===== config.mk =====
export PLATFORM = sky130hd
export DESIGN_NAME = nsub32_clk
export DESIGN_NICKNAME = d
export VERILOG_FILES = /design/src/rtl/nsub32_clk.sv
export SDC_FILE = /design/constraint.sdc
export NUM_CORES = 1
export LEC_CHECK = 0
export BUFFER_PORTS_ARGS = -buffer_cell sky130_fd_sc_hd__buf_2
export CAP_MARGIN = 20
export CORE_UTILIZATION = 42
export DETAILED_ROUTE_END_ITERATION = 6
export PLACE_DENSITY = 0.72
export SYNTH_ARGS = -nofsm -noshare
export SYNTH_HDL_FRONTEND = slang
export SYNTH_SLANG_ARGS = --single-unit

===== constraint.sdc =====
create_clock -name clk -period 5 [get_ports clk]
set_input_delay 0.75 -clock clk [delete_from_list [all_inputs] [get_ports clk]]
set_output_delay 0.75 -clock clk [all_outputs]
set_load 0.05 [all_outputs]

===== src/rtl/nsub32_clk.sv =====
// nsub32_clk: clocked 32-bit subtractor, d = a - b - bi.
// One SLICE-bit carry-lookahead slice is evaluated per clock, LSB first. The
// borrow between slices is kept in a register, so a full operation takes
// NSLICE clocks after the start is accepted.
//
// Optional feature macro: NSUB_ADD_MODE_EN. When it is defined, an extra input
// 'op' selects addition (op=1). With op=0 the block subtracts as usual.
//
// Ports:
//   clk    rising-edge clock
//   reset  synchronous, active-high reset
//   start  request pulse, sampled only when busy=0
//   a, b   operands, captured on the accepted start
//   bi     borrow in (carry in when adding), captured on the accepted start
//   op     (NSUB_ADD_MODE_EN only) 1 = add, 0 = subtract
//   busy   high while the slices are being processed
//   done   one-cycle pulse when d/bo/ov are valid
//   d      result, held until the next operation overwrites it
//   bo     borrow out (carry out when adding)
//   ov     signed overflow
module nsub32_clk #(
    parameter int unsigned WIDTH = 32,
    parameter int unsigned SLICE = 4
) (
    input  logic             clk,
    input  logic             reset,
    input  logic             start,
    input  logic [WIDTH-1:0] a,
    input  logic [WIDTH-1:0] b,
    input  logic             bi,
`ifdef NSUB_ADD_MODE_EN
    input  logic             op,
`endif
    output logic             busy,
    output logic             done,
    output logic [WIDTH-1:0] d,
    output logic             bo,
    output logic             ov
);

    localparam int unsigned NSLICE = WIDTH / SLICE;
    localparam int unsigned KW     = (NSLICE > 1) ? $clog2(NSLICE) : 1;

    typedef enum logic [1:0] {
        IDLE,
        RUN,
        DONE
    } state_t;

    state_t           state;
    logic [WIDTH-1:0] a_r;
    logic [WIDTH-1:0] b_r;
    logic             cb;       // borrow (subtract) or carry (add) into slice k
    logic [KW-1:0]    k;
`ifdef NSUB_ADD_MODE_EN
    logic             op_r;
`endif

    logic [SLICE-1:0] sa;
    logic [SLICE-1:0] sb;
    logic [SLICE-1:0] sp;
    logic [SLICE-1:0] sg;
    logic [SLICE-1:0] ssum;
    logic [SLICE:0]   cy;
    logic             cin;
    logic             pp;
    logic             cb_next;
    logic             ov_next;

    // Slice datapath. Subtraction is a + ~b + ~borrow; the carry of every bit
    // is formed in lookahead style from generate/propagate terms.
    always_comb begin
        sa  = a_r[k*SLICE +: SLICE];
        sb  = ~b_r[k*SLICE +: SLICE];
        cin = ~cb;
`ifdef NSUB_ADD_MODE_EN
        if (op_r) begin
            sb  = b_r[k*SLICE +: SLICE];
            cin = cb;
        end
`endif
        sp    = sa ^ sb;
        sg    = sa & sb;
        cy    = '0;
        cy[0] = cin;
        pp    = 1'b0;
        for (int unsigned i = 0; i < SLICE; i++) begin
            // c[i+1] = g[i] | p[i]g[i-1] | ... | p[i..0]cin
            pp        = sp[i];
            cy[i + 1] = sg[i];
            for (int unsigned j = 0; j < i; j++) begin
                cy[i + 1] = cy[i + 1] | (pp & sg[i - 1 - j]);
                pp        = pp & sp[i - 1 - j];
            end
            cy[i + 1] = cy[i + 1] | (pp & cin);
        end
        ssum    = sp ^ cy[SLICE-1:0];
        cb_next = ~cy[SLICE];
        ov_next = (a_r[WIDTH-1] != b_r[WIDTH-1]) && (ssum[SLICE-1] != a_r[WIDTH-1]);
`ifdef NSUB_ADD_MODE_EN
        if (op_r) begin
            cb_next = cy[SLICE];
            ov_next = (a_r[WIDTH-1] == b_r[WIDTH-1]) && (ssum[SLICE-1] != a_r[WIDTH-1]);
        end
`endif
    end

    always_ff @(posedge clk) begin
        if (reset) begin
            state <= IDLE;
            busy  <= 1'b0;
            done  <= 1'b0;
            d     <= '0;
            bo    <= 1'b0;
            ov    <= 1'b0;
            a_r   <= '0;
            b_r   <= '0;
            cb    <= 1'b0;
            k     <= '0;
`ifdef NSUB_ADD_MODE_EN
            op_r  <= 1'b0;
`endif
        end else begin
            case (state)
                RUN: begin
                    d[k*SLICE +: SLICE] <= ssum;
                    cb                  <= cb_next;
                    k                   <= k + 1'b1;
                    if (k == KW'(NSLICE - 1)) begin
                        bo    <= cb_next;
                        ov    <= ov_next;
                        busy  <= 1'b0;
                        done  <= 1'b1;
                        state <= DONE;
                    end
                end
                default: begin
                    // IDLE and DONE accept a new request the same way, which
                    // gives back-to-back operation out of DONE.
                    done <= 1'b0;
                    if (start) begin
                        a_r   <= a;
                        b_r   <= b;
                        cb    <= bi;
                        k     <= '0;
`ifdef NSUB_ADD_MODE_EN
                        op_r  <= op;
`endif
                        busy  <= 1'b1;
                        state <= RUN;
                    end else begin
                        state <= IDLE;
                    end
                end
            endcase
        end
    end

endmodule

* Yosys cells after proc, flatten, opt, wreduce, memory -nomap -nowiden
Cells that the tools add are included.
** Word-level totals
- Bits in registers :: 106
- Input bits :: 68
- Output and inout port bits :: 36
- Word-level logic and storage cells :: 71
** Cells by class
- Add/sub/neg operators :: 2
- Equality and inequality tests :: 5
- Shift-type cells :: 4
- Muxes and demuxes :: 11
- Bitwise logic cells :: 33
- Reduce and logical (&&, ||, !) cells :: 6
** Operators by type and width (count)
- $shiftx A32 B6 Y4 :: 2
- $neg A5 Y34 :: 1
- $shift A4 B34 Y32 const A :: 1
- $shiftx A4 B34 Y32 :: 1
- $bwmux W32 :: 1
- $and A1 B1 Y1 :: 16
- $or A1 B1 Y1 :: 10
- $xor A4 B4 Y4 :: 2
- $mux W1 :: 6
- $mux W3 :: 2
- $reduce_and A2 Y1 :: 3
- $and A4 B4 Y4 :: 1
- $mux W2 :: 2
- $not A4 Y4 :: 1
- $add A3 B1 Y3 const B :: 1
- $eq A3 B3 Y1 const B :: 1
- $not A1 Y1 :: 3
- $eq A2 B1 Y1 const B :: 1
- $ne A1 B1 Y1 :: 2
- $ne A2 B2 Y1 const B :: 1
- $reduce_bool A2 Y1 :: 1
- $reduce_or A2 Y1 :: 1
- $logic_and A1 B1 Y1 :: 1

* Longest topological paths before layout
Gate-level depths: netlist (run 1).
- Depth in word-level cells :: 10
- Depth in mapped cells :: 12
- Gate-level depth less buffers :: 10

* Worst setup path before layout (run 1)
OpenSTA, ideal clock, no wires.
- Path type :: register to register
- Start point :: reg k[0]
- End point :: reg ov
- Setup time :: 0.120 ns
- Arrival :: 2.931 ns
- Data required time :: 4.880 ns
- Path slack :: 1.949 ns
- Stages on the path, launching flop included :: 12
- Buffers on the path :: 3
- Period minus slack after synthesis :: 3.051 ns
- Path through :: dfxtp_1 > buf_6 > buf_4 > buf_4 > mux4_2 > mux2i_1 > ha_1 > and2_1 > a221o_1 > xor2_2 > and3b_1 > o31a_1
** Between the ends
- Cells in the longest elaborated chain, start to end :: 10
- Elaborated cells between the ends (all ways) :: 18
- Classes of those cells :: eq/ne: 2; shift: 2; bitwise: 12; reduce/logical: 2
** RTL lines
- from (decl) :: line 54 : logic [KW-1:0] k;
- from (signal assigned) :: line 128 : k <= k + 1'b1;
- $shiftx A32 B6 Y4 :: line 74 : sb = ~b_r[k*SLICE +: SLICE];
- $not A4 Y4 :: line 74
- $xor A4 B4 Y4 / $and A4 B4 Y4 (equally long branches) :: line 82, 83
- $and A1 B1 Y1, on equally long branches :: line 92, 93
- $or A1 B1 Y1 (tied with other cells) :: line 92 : cy[i + 1] = cy[i + 1] | (pp & sg[i - 1 - j]);
- $or A1 B1 Y1 / $and A1 B1 Y1 (equally long branches) :: line 92, 95
- $or A1 B1 Y1 :: line 95 : cy[i + 1] = cy[i + 1] | (pp & cin);
- $xor A4 B4 Y4 :: line 97 : ssum = sp ^ cy[SLICE-1:0];
- $ne A1 B1 Y1 :: line 99 : ov_next = (a_r[WIDTH-1] != b_r[WIDTH-1]) && (ssum[SLICE-1] != a_r[WIDTH-1]);
- $logic_and A1 B1 Y1 :: line 99
- to (signal assigned) :: line 131 : ov <= ov_next;
- to (decl) :: line 38 : output logic ov
Parallel ways exist; a longest one is shown, timed or not.
A chain may end at the register's enable or synchronous reset.

* Final worst setup path (run 1)
Ends and elaborated chain as after synthesis.

==> results of run 1 <==
-- synth_stat cells (4+ instances only) --
master / instances
nand2b_1: 5
dfxtp_1: 106
nor2b_1: 4
mux4_2: 16
clkbuf_1: 16
nand3_1: 7
nand3b_1: 4
buf_1: 9
nand2_1: 157
a21oi_1: 84
o21ai_0: 4
and2_1: 4
nor3_1: 5
nor2_1: 34
inv_1: 4
mux2i_1: 18
ha_1: 9
-- registers in the layout, indices dropped and copies added, names as in the netlist, 2 cells and up --
signal,flops
state,2
d,32
a_r,32
b_r,32
k,3
-- worst max-delay path: cells and delay by family, from the launching register on --
kind,cells,cell delay [ns]
compound gates,2,0.65
simple gates,4,0.41
buf+inv,1,0.38
fa+ha+maj,1,0.33
mux,1,0.52
flops,1,0.79
xor+xnor,1,0.43
-- power by group through the flow --
stage / clock network [W] / registers (W) / logic (W)
after floorplan: 0 / 0.000928 / 0.000176
after global placement: 0 / 0.000926 / 0.000242
after detailed placement: 0 / 0.000927 / 0.000250
after CTS: 0.000479 / 0.000907 / 0.000251
after global routing: 0.000513 / 0.000912 / 0.000280
final: 0.000471 / 0.000907 / 0.000251
-- kinds of logic (layout without fill, tap and decap cells) --
family / Yosys count / count (layout)
AO/OA/AOI/OAI: 96 / 96
XOR/XNOR: 2 / 2
adder cells (fa/ha/maj): 10 / 10
buffers and inverters: 40 / 126
flip-flops: 106 / 106
multiplexers: 34 / 34
AND/OR/NAND/NOR: 234 / 234
-- routing by layer --
layer  vias to the layer above  routed length, µm  global-route usage [%]
li1                       1919                  -                       -
met1                      1779               4640                    23.9
met2                       100               4910                    32.6
met3                        14                454                    3.68
met4                         0                191                    6.85
met5                         -                  0                       0
-- final cells by class --
cell class	instances	area (µm²)	area share, %
clock buffer	10	128	2.42
clock inverter	6	42.5	0.806
inverter	5	18.8	0.356
multi-input combinational	376	2250	42.7
sequential	106	2120	40.2
tap	136	170	3.22
timing repair buffer	105	546	10.3
-- worst paths after layout --
check	to	slack, ns	start
setup / recovery	ov	1.39	k[0]
hold / removal	b_r[11]	0.46	b_r[11]
setup reg to reg	ov	1.39	k[0]
hold reg to reg	b_r[11]	0.46	b_r[11]
-- per-stage QoR --
step | power (W) | util, %
floorplan | 0.00110 | -
global placement | 0.00117 | 48.9
detailed placement | 0.00118 | 48.9
CTS | 0.00164 | 50.5
global route | 0.00170 | 50.7
finish | 0.00163 | 50.7
==> parameters.txt, run 1 <==
Parameter                              Value

Run status
  Status ... finished, final reports clean

STA
  Final setup slack of the worst path ... 1.39 ns
  Hold Violations, Final ... 0
  Worst hold margin ... 0.456 ns
  Top achievable clock speed ... 277 MHz
  Count of final setup violators ... 0
  Setup repair after global routing missed its margin ... no
  Final setup skew ... 0.00897 ns
  Final total negative setup slack ... 0 ns
  Worst-Margin Slew ... 1.04 ns
  Period utilization ... 72.3%
  Headroom to the max-slew limit ... 30.6%
  Final Slew Violations ... 0
  Min Clock Period, post-route ... 3.61 ns

Clocking
  Clock root buffer ... clkbuf_8
  Buffers inserted by post-CTS timing repair ... 0
  Clk sink count ... 106
  Clk slew on worst S/H paths ... 0.10 ns
  CTS Buffer Depth ... 2
  Number of buffers added to fix hold violations after cts ... 0
  Number of buffers inserted during clock tree synthesis ... 9
  Clock latency at the later pin of the worst-skew pair ... 0.36 ns
  CTS HTree Levels ... 3
  Clock tree from TritonCTS ... yes
  CTS-repair resized insts ... 0

Global routing
  Number of antenna violations at the first check in global routing ... 0
  Maximum number of pins on one net before global-route repair ... 108
  Global Route Usage Sum ... 19.1%
  Number of global-route vias before repair ... 3753
  Gr ovfl total ... 0
  Global-route wire length before repair ... 17200 µm

Setup path
  Required arrival time at the worst endpoint ... 5.26 ns
  Biggest cell delay along the critical path ... 0.79 ns
  Arrival time at the worst endpoint ... 3.88 ns
  Critical Path, Cell by Cell ... buf_4 -> mux4_2 -> nand2_1 -> nand2_1 -> ha_1 -> and2_1 -> a221o_1 -> xor2_2 -> nor3b_1 -> o31a_1
  Kind of start point of the critical path ... flip-flop
  Cell seen most often among critical-path stages ... nand2_1
  Crit-path max FO ... 14
  Critical Setup Path Class ... flip-flop to flip-flop
  FF-to-FF path depth ... 10
  Crit end category ... flip-flop
  Crit path max-delay cell type ... dfxtp_1

Logic synthesis
  Top cells by area, synth ... dfxtp_1 46%, nand2_1 13%, a21oi_1 9.2%, mux4_2 7.9%, mux2i_1 3.9%
  Async set or reset register ratio after synthesis ... 0%
  Number of library cell types mapped by synthesis ... 43
  Post-synth top area share ... 46.5%
  Gate count after technology mapping ... 522
  Cell type with the highest aggregate area in the netlist ... dfxtp_1
  Post-synthesis cell area ... 4570 µm²
  Number of synthesized register bits ... 106
  Simple-gate share of the synthesized area ... 22.4%
  Yosys warns ... 0
  Seq/Total Area, Yosys ... 46.5%
  Share of synthesized area spent on multiplexers ... 11.8%
  XOR/XNOR share of the synthesized area ... 0.548%
  Adder and majority cell fraction of the synthesized area ... 2.90%
  Number of nets produced by synthesis ... 600
  Count of flip-flops with a built-in enable after synthesis ... 0
  Synth Area in Compound Gates ... 11.5%
  Dominant register cell in the synthesized netlist ... dfxtp_1
  Combinational family with the most area after synthesis ... simple AND/OR/NAND/NOR gates
  Average cell area after synthesis ... 8.75 µm²

Route
  First-pass iteration count of the detailed router ... 4
  Number of violations reported at the end of detailed-routing iteration 0 ... 165
  Number of design rule violations left after detail routing ... 0
  Sum of routed wire length over all layers ... 10200 µm
  Routed via count ... 3812
  Via density per instance ... 5.12
  Wirelength per Cell ... 13.7 µm
  Antenna viol nets, final ... 0

Floorplan
  Core area ... 10400 µm²
  Starting density of the core ... 43.9%
  IO Pins ... 104
  Die width ... 106 µm
  Y dimension of the die ... 106 µm
  Total die area ... 11300 µm²
  Rows ... 37

Place
  Count of input and output buffers ... 103
  Placed wire-length estimate ... 7380 µm
  Setup slack after placement ... 1.33 ns
  Final weighted congestion in routability-driven placement ... 0.730
  Placed Instances ... 727
  Instance area after placement ... 5090 µm²

Power and ir drop
  Power density over the cells ... 309 nW/µm²
  Net switching power of the design ... 0.000467 W
  Pleak ... 2.21 nW
  Comb power frac ... 15.4%
  Portion of total power attributed to the clock network ... 28.9%
  Cell internal pwr ... 0.00116 W
  Switching portion of total power ... 28.7%
  Max IR drop VDD ... 0.174 mV
  Flop pwr share ... 55.7%

Final layout
  Number of antenna cells inserted ... 0
  Count of nets after finishing ... 681
  Area grow syn2layout ... 15.6%
  Filler cell count in the final layout ... 975
  Post-route standard cell area excluding fillers ... 5280 µm²
  Commonest non-fill, non-tap cell in the layout ... nand2_1
  Share of post-route cells with drive strength above 1 ... 24.0%
  Number of standard cells in the layout, taps in and fillers out ... 744
  Leading cell types in the layout, fill and taps excluded ... 156 x nand2_1, 106 x dfxtp_1, 102 x buf_2

Job
  Max-capacitance violation count ... 0

Worst hold path
  Min-delay worst type ... flip-flop to flip-flop
  Cell depth of the worst hold path ... 2
Note: power is estimated with default switching activity, not from simulation.
==> run 2, diff against run 1 <==
==> constraint.sdc (replaced) <==
create_clock -name clk -period 3.4 [get_ports clk]
set_input_delay 0.51 -clock clk [delete_from_list [all_inputs] [get_ports clk]]
set_output_delay 0.51 -clock clk [all_outputs]
set_load 0.05 [all_outputs]
==> parameters.txt, run 2 (synthesis results as in run 1) <==
Parameter                              Value

Run status
  Status ... finished, final reports clean (unchanged)

STA
  Hold Violations, Final ... 0 (unchanged)
  Period utilization ... 86.5% (was 72.3%)
  Final Slew Violations ... 0 (unchanged)
  Headroom to the max-slew limit ... 46.4% (was 30.6%)
  Count of final setup violators ... 0 (unchanged)
  Final setup skew ... 0.0186 ns (was 0.00897 ns)
  Top achievable clock speed ... 340 MHz (was 277 MHz)
  Final total negative setup slack ... 0 ns (unchanged)
  Worst-Margin Slew ... 0.804 ns (was 1.04 ns)
  Final setup slack of the worst path ... 0.459 ns (was 1.39 ns)
  Setup repair after global routing missed its margin ... no (unchanged)
  Min Clock Period, post-route ... 2.94 ns (was 3.61 ns)

Worst hold path
  Min-delay worst type ... primary input to flip-flop (was flip-flop to flip-flop)
  Startpoint of the worst hold path ... b[26] (was b_r[11])
  Cell depth of the worst hold path ... 3 (was 2)
  Hold path endpoint ... b_r[26] (was b_r[11])

Clocking
  CTS Buffer Depth ... 2 (unchanged)
  CTS HTree Levels ... 3 (unchanged)
  Clk sink count ... 106 (unchanged)
  Clock root buffer ... clkbuf_8 (unchanged)
  Number of buffers added to fix hold violations after cts ... 0 (unchanged)
  Clk slew on worst S/H paths ... 0.11 ns (was 0.10 ns)
  Clock latency at the later pin of the worst-skew pair ... 0.37 ns (was 0.36 ns)
  Buffers inserted by post-CTS timing repair ... 0 (unchanged)
  Clock tree from TritonCTS ... yes (unchanged)
  CTS-repair resized insts ... 0 (unchanged)
  Number of buffers inserted during clock tree synthesis ... 9 (unchanged)

Place
  Count of input and output buffers ... 103 (unchanged)
  Final weighted congestion in routability-driven placement ... 0.795 (was 0.730)
  Setup slack after placement ... 0.451 ns (was 1.33 ns)
  Placed wire-length estimate ... 7560 µm (was 7380 µm)

Floorplan
  Die width ... 106 µm (unchanged)
  IO Pins ... 104 (unchanged)
  Y dimension of the die ... 106 µm (unchanged)
  Rows ... 37 (unchanged)
  Core area ... 10400 µm² (unchanged)
  Total die area ... 11300 µm² (unchanged)
  Starting density of the core ... 43.9% (unchanged)

Final layout
  Biggest registers after layout ... a_r x32, b_r x32, d x32 (unchanged)
  Commonest non-fill, non-tap cell in the layout ... nand2_1 (unchanged)
  Number of antenna cells inserted ... 0 (unchanged)
  Count of nets after finishing ... 689 (was 681)
  Area grow syn2layout ... 17.3% (was 15.6%)
  Footprint of the flip-flops and latches ... 2120 µm² (unchanged)
  Leading cell types in the layout, fill and taps excluded ... 156 x nand2_1, 106 x dfxtp_1, 102 x buf_2 (unchanged)
  Share of post-route cells with drive strength above 1 ... 25.0% (was 24.0%)
  Multi-input gate area ... 2250 µm² (unchanged)
  Filler cell count in the final layout ... 1003 (was 975)

Setup path
  Crit path max-delay cell type ... mux4_2 (was dfxtp_1)
  Required arrival time at the worst endpoint ... 3.70 ns (was 5.26 ns)
  Crit end category ... flip-flop (unchanged)
  Biggest cell delay along the critical path ... 0.55 ns (was 0.79 ns)
  Critical Setup Path Class ... flip-flop to flip-flop (unchanged)
  Crit-path max FO ... 14 (unchanged)
  Critical Path, Cell by Cell ... buf_4 -> mux4_2 -> mux2i_1 -> ha_1 -> and2_1 -> a221o_1 -> xor2_2 -> buf_4 -> nand3_1 -> a21oi_1 (was buf_4 -> mux4_2 -> nand2_1 -> nand2_1 -> ha_1 -> and2_1 -> a221o_1 -> xor2_2 -> nor3b_1 -> o31a_1)
  Arrival time at the worst endpoint ... 3.24 ns (was 3.88 ns)
  Kind of start point of the critical path ... flip-flop (unchanged)
  R2R Path Start ... k[0] (unchanged)
  End of the worst register-to-register path ... d[19] (was ov)
  Reg2Reg Setup Slack ... 0.46 ns (was 1.39 ns)
  Cell seen most often among critical-path stages ... buf_4 (was nand2_1)
  FF-to-FF path depth ... 10 (unchanged)

Route
  Wirelength per Cell ... 13.8 µm (was 13.7 µm)
  Number of violations reported at the end of detailed-routing iteration 0 ... 164 (was 165)
  Via density per instance ... 5.14 (was 5.12)
  Routed via count ... 3858 (was 3812)
  First-pass iteration count of the detailed router ... 4 (unchanged)
  Antenna viol nets, final ... 0 (unchanged)
  Number of design rule violations left after detail routing ... 0 (unchanged)
  Sum of routed wire length over all layers ... 10400 µm (was 10200 µm)

Global routing
  Gr ovfl total ... 0 (unchanged)
  Global Route Usage Sum ... 19.4% (was 19.1%)
  Number of antenna violations at the first check in global routing ... 0 (unchanged)
  Maximum number of pins on one net before global-route repair ... 81 (was 108)
  Number of global-route vias before repair ... 3757 (was 3753)
  Global-route wire length before repair ... 17400 µm (was 17200 µm)

Power and ir drop
  Power after layout ... 0.00243 W (was 0.00163 W)
  Max IR drop VDD ... 0.286 mV (was 0.174 mV)
  Pleak ... 2.25 nW (was 2.21 nW)
  Power density over the cells ... 454 nW/µm² (was 309 nW/µm²)

Job
  Max-capacitance violation count ... 0 (unchanged)
## run 2: metal layers
layer  GRT usage (%)  wire (µm)  vias up
li1                -          -     1931
met1            23.9       4590     1807
met2            33.1       5180      106
met3            4.17        469       14
met4            7.54        153        0
met5               0          0        -
## run 2: worst max path at each step
stage | endpoint | depth (start not counted) | from | slack [ns]
finish | d[19] | 10 | k[0] | 0.46
floorplan | ov | 11 | k[0] | 0.35
global placement | ov | 9 | k[0] | 0.50
detailed placement | ov | 11 | k[0] | 0.45
global route | d[19] | 10 | k[0] | 0.25
CTS | d[19] | 10 | k[0] | 0.44
## run 2: report_power, final
group          switching [W]  internal (W)
sequential         0.0000300       0.00130
combinational       0.000237      0.000162
clock               0.000435      0.000272
## run 2: cell type report
type                       count  share of cell area [%]
multi-input combinational    376                    42.0
sequential                   106                    39.6
timing repair buffer         113                    11.5
tap                          136                    3.18
clock buffer                   9                    2.31
clock inverter                 6                   0.958
inverter                       5                   0.350
## run 2: critical path: cells and delay by family, from the launching register on
kind,cells,cell delay [ns]
adders and majority gates,1,0.31
xor gates and xnor gates,1,0.23
AOI/OAI and AO/OA,2,0.55
and+or+nand+nor,2,0.24
muxes,2,0.74
DFF,1,0.34
buffers and inverters,2,0.47
## run 2: stage by stage
step | instances | util (%) | hold slack [ns] | cell area (µm²)
CTS | 749 | 51.0 | 0.353 | 5320
finish | 751 | 51.4 | 0.373 | 5360
floorplan | 522 | - | 0.433 | 4570
global route | 751 | 51.4 | 0.352 | 5360
global placement | 734 | 49.4 | 0.442 | 5140
detailed placement | 734 | 49.4 | 0.445 | 5140
==> run 3, diff against run 2 <==
==> config.mk (replaced) <==
export PLATFORM = sky130hd
export DESIGN_NAME = nsub32_clk
export DESIGN_NICKNAME = d
export VERILOG_FILES = /design/src/rtl/nsub32_clk.sv
export SDC_FILE = /design/constraint.sdc
export NUM_CORES = 1
export LEC_CHECK = 0
export BUFFER_PORTS_ARGS = -buffer_cell sky130_fd_sc_hd__buf_4
export CAP_MARGIN = 20
export CORE_UTILIZATION = 42
export DETAILED_ROUTE_END_ITERATION = 6
export PLACE_DENSITY = 0.74
export SYNTH_ARGS = -nofsm -noshare
export SYNTH_HDL_FRONTEND = slang
export SYNTH_SLANG_ARGS = --single-unit
==> constraint.sdc (replaced) <==
create_clock -name clk -period 2.6 [get_ports clk]
set_input_delay 0.39 -clock clk [delete_from_list [all_inputs] [get_ports clk]]
set_output_delay 0.39 -clock clk [all_outputs]
set_load 0.05 [all_outputs]
==> parameters.txt, run 3 (synthesis results as in run 1) <==
Parameter                              Value

Run status
  Status ... finished with violations (was finished, final reports clean)
  Violated checks ... setup timing

STA
  Final setup skew ... 0.0107 ns (was 0.0186 ns)
  Period utilization ... 108% (was 86.5%)
  Hold Violations, Final ... 0 (unchanged)
  Final Slew Violations ... 0 (unchanged)
  Setup repair after global routing missed its margin ... yes (was no)
  Count of final setup violators ... 12 (was 0)
  Worst-Margin Slew ... 0.673 ns (was 0.804 ns)
  Min Clock Period, post-route ... 2.82 ns (was 2.94 ns)
  Top achievable clock speed ... 355 MHz (was 340 MHz)
  Headroom to the max-slew limit ... 55.0% (was 46.4%)
  Final setup slack of the worst path ... -0.220 ns (was 0.459 ns)

Clocking
  Clk slew on worst S/H paths ... 0.10 ns (was 0.11 ns)
  CTS HTree Levels ... 3 (unchanged)
  Clock tree from TritonCTS ... yes (unchanged)
  Clock root buffer ... clkbuf_8 (unchanged)
  Clk sink count ... 106 (unchanged)
  Number of buffers added to fix hold violations after cts ... 0 (unchanged)
  Number of buffers inserted during clock tree synthesis ... 9 (unchanged)
  Clock latency at the later pin of the worst-skew pair ... 0.37 ns (about the same)
  CTS Buffer Depth ... 2 (unchanged)

Global routing
  Global-route wire length before repair ... 18100 µm (was 17400 µm)
  Gr ovfl total ... 0 (unchanged)
  Number of global-route vias before repair ... 3896 (was 3757)
  Number of antenna violations at the first check in global routing ... 0 (unchanged)
  Maximum number of pins on one net before global-route repair ... 52 (was 81)
  Global Route Usage Sum ... 20.3% (was 19.4%)

Floorplan
  Rows ... 37 (unchanged)
  Total die area ... 11300 µm² (unchanged)
  Starting density of the core ... 43.9% (unchanged)
  Y dimension of the die ... 106 µm (unchanged)
  Die width ... 106 µm (unchanged)
  IO Pins ... 104 (unchanged)
  Core area ... 10400 µm² (unchanged)

Final layout
  Biggest registers after layout ... a_r x32, b_r x32, d x32 (unchanged)
  Share of post-route cells with drive strength above 1 ... 32.6% (was 25.0%)
  Commonest non-fill, non-tap cell in the layout ... nand2_1 (unchanged)
  Number of antenna cells inserted ... 0 (unchanged)
  Count of nets after finishing ... 712 (was 689)
  Leading cell types in the layout, fill and taps excluded ... 156 x nand2_1, 127 x buf_4, 105 x dfxtp_1 (was 156 x nand2_1, 106 x dfxtp_1, 102 x buf_2)
  Footprint of the flip-flops and latches ... 2130 µm² (was 2120 µm²)
  Number of standard cells in the layout, taps in and fillers out ... 775 (was 751)
  Multi-input gate area ... 2430 µm² (was 2250 µm²)
  Area grow syn2layout ... 32.5% (was 17.3%)
  Filler cell count in the final layout ... 927 (was 1003)
  Post-route standard cell area excluding fillers ... 6050 µm² (was 5360 µm²)
  Utilization after layout ... 58.1% (was 51.4%)

Setup path
  Required arrival time at the worst endpoint ... 2.87 ns (was 3.70 ns)
  Arrival time at the worst endpoint ... 3.09 ns (was 3.24 ns)
  Kind of start point of the critical path ... flip-flop (unchanged)
  Critical Path, Cell by Cell ... buf_12 -> mux4_2 -> mux2i_2 -> ha_4 -> a21o_1 -> a221o_1 -> xor2_2 -> and3b_1 -> o31a_1 (was buf_4 -> mux4_2 -> mux2i_1 -> ha_1 -> and2_1 -> a221o_1 -> xor2_2 -> buf_4 -> nand3_1 -> a21oi_1)
  Crit end category ... flip-flop (unchanged)
  Crit path max-delay cell type ... mux4_2 (unchanged)
  Crit-path max FO ... 8 (was 14)
  Biggest cell delay along the critical path ... 0.52 ns (was 0.55 ns)
  Critical Setup Path Class ... flip-flop to flip-flop (unchanged)

Route
  Antenna viol nets, final ... 0 (unchanged)
  Routed via count ... 3965 (was 3858)
  Number of design rule violations left after detail routing ... 0 (unchanged)
  Via density per instance ... 5.12 (was 5.14)
  First-pass iteration count of the detailed router ... 4 (unchanged)
  Sum of routed wire length over all layers ... 11400 µm (was 10400 µm)
  Wirelength per Cell ... 14.7 µm (was 13.8 µm)
  Number of violations reported at the end of detailed-routing iteration 0 ... 149 (was 164)

Power and ir drop
  Power after layout ... 0.00353 W (was 0.00243 W)
  Max IR drop VDD ... 0.327 mV (was 0.286 mV)
  Power density over the cells ... 583 nW/µm² (was 454 nW/µm²)
  Pleak ... 2.47 nW (was 2.25 nW)

Place
  Placed wire-length estimate ... 8090 µm (was 7560 µm)
  Count of input and output buffers ... 103 (unchanged)
  Placed Instances ... 752 (was 734)
  Instance area after placement ... 5590 µm² (was 5140 µm²)
  Final weighted congestion in routability-driven placement ... 0.800 (was 0.795)

Worst hold path
  Min-delay worst type ... primary input to flip-flop (unchanged)

Job
  Max-capacitance violation count ... 0 (unchanged)
[run 3: metrics by stage]
stage	hold slack [ns]	setup WS (ns)	setup TNS (ns)
final	0.253	-0.220	-1.19
after global routing	0.251	-0.306	-2.87
after CTS	0.249	-0.172	-1.33
after detailed placement	0.451	-0.270	-3.89
after global placement	0.444	-0.175	-1.55
after floorplan	0.433	-0.311	-1.40
[run 3: path summary, 6_finish.rpt]
kind                            startpoint  endpoint  slack [ns]  cells after the start
worst max-delay path                  k[0]        ov       -0.22                      9
worst min-delay path                 b[14]   b_r[14]        0.25                      3
worst max register to register        k[0]        ov       -0.22                      9
worst min register to register      a_r[7]    a_r[7]        0.46                      2
[run 3: area by class of cell]
type,instances,area share (%)
clock buffer,10,2.27
clock inverter,6,1.20
inverter,5,0.351
multi-input combinational,376,40.2
sequential,106,35.1
tap,136,2.81
timing repair buffer,136,18.0
[run 3: per-layer routing]
layer	global-route usage (%)	share of wire (%)	routed length (µm)	up-vias
met5	0	0	0	-
li1	-	-	-	1978
met2	35.0	51	5810	107
met3	3.25	4.3	487	16
met1	25.5	43	4920	1864
met4	7.24	1.5	172	0
[run 3: worst max-delay path: cells and delay by family (launching register included)]
kind | cells | cell delay, ns
buffers and inverters | 1 | 0.14
muxes | 2 | 0.74
DFF | 1 | 0.42
and+or+nand+nor | 1 | 0.19
AOI/OAI and AO/OA | 3 | 0.77
xor gates and xnor gates | 1 | 0.21
adders and majority gates | 1 | 0.24
[run 3: power breakdown]
part	total, W	switching (W)	internal, W
logic	0.000720	0.000378	0.000342
registers	0.00175	0.0000500	0.00170
clock network	0.00106	0.000577	0.000484
total	0.00353	0.00100	0.00252
[run 3: what timing repair did]
item                       in CTS  in global routing
gates resized for setup        13                 31
pin swaps                      12                 16
setup endpoints to repair      30                 25
setup buffers                   7                  3
hold endpoints to repair        0                  0
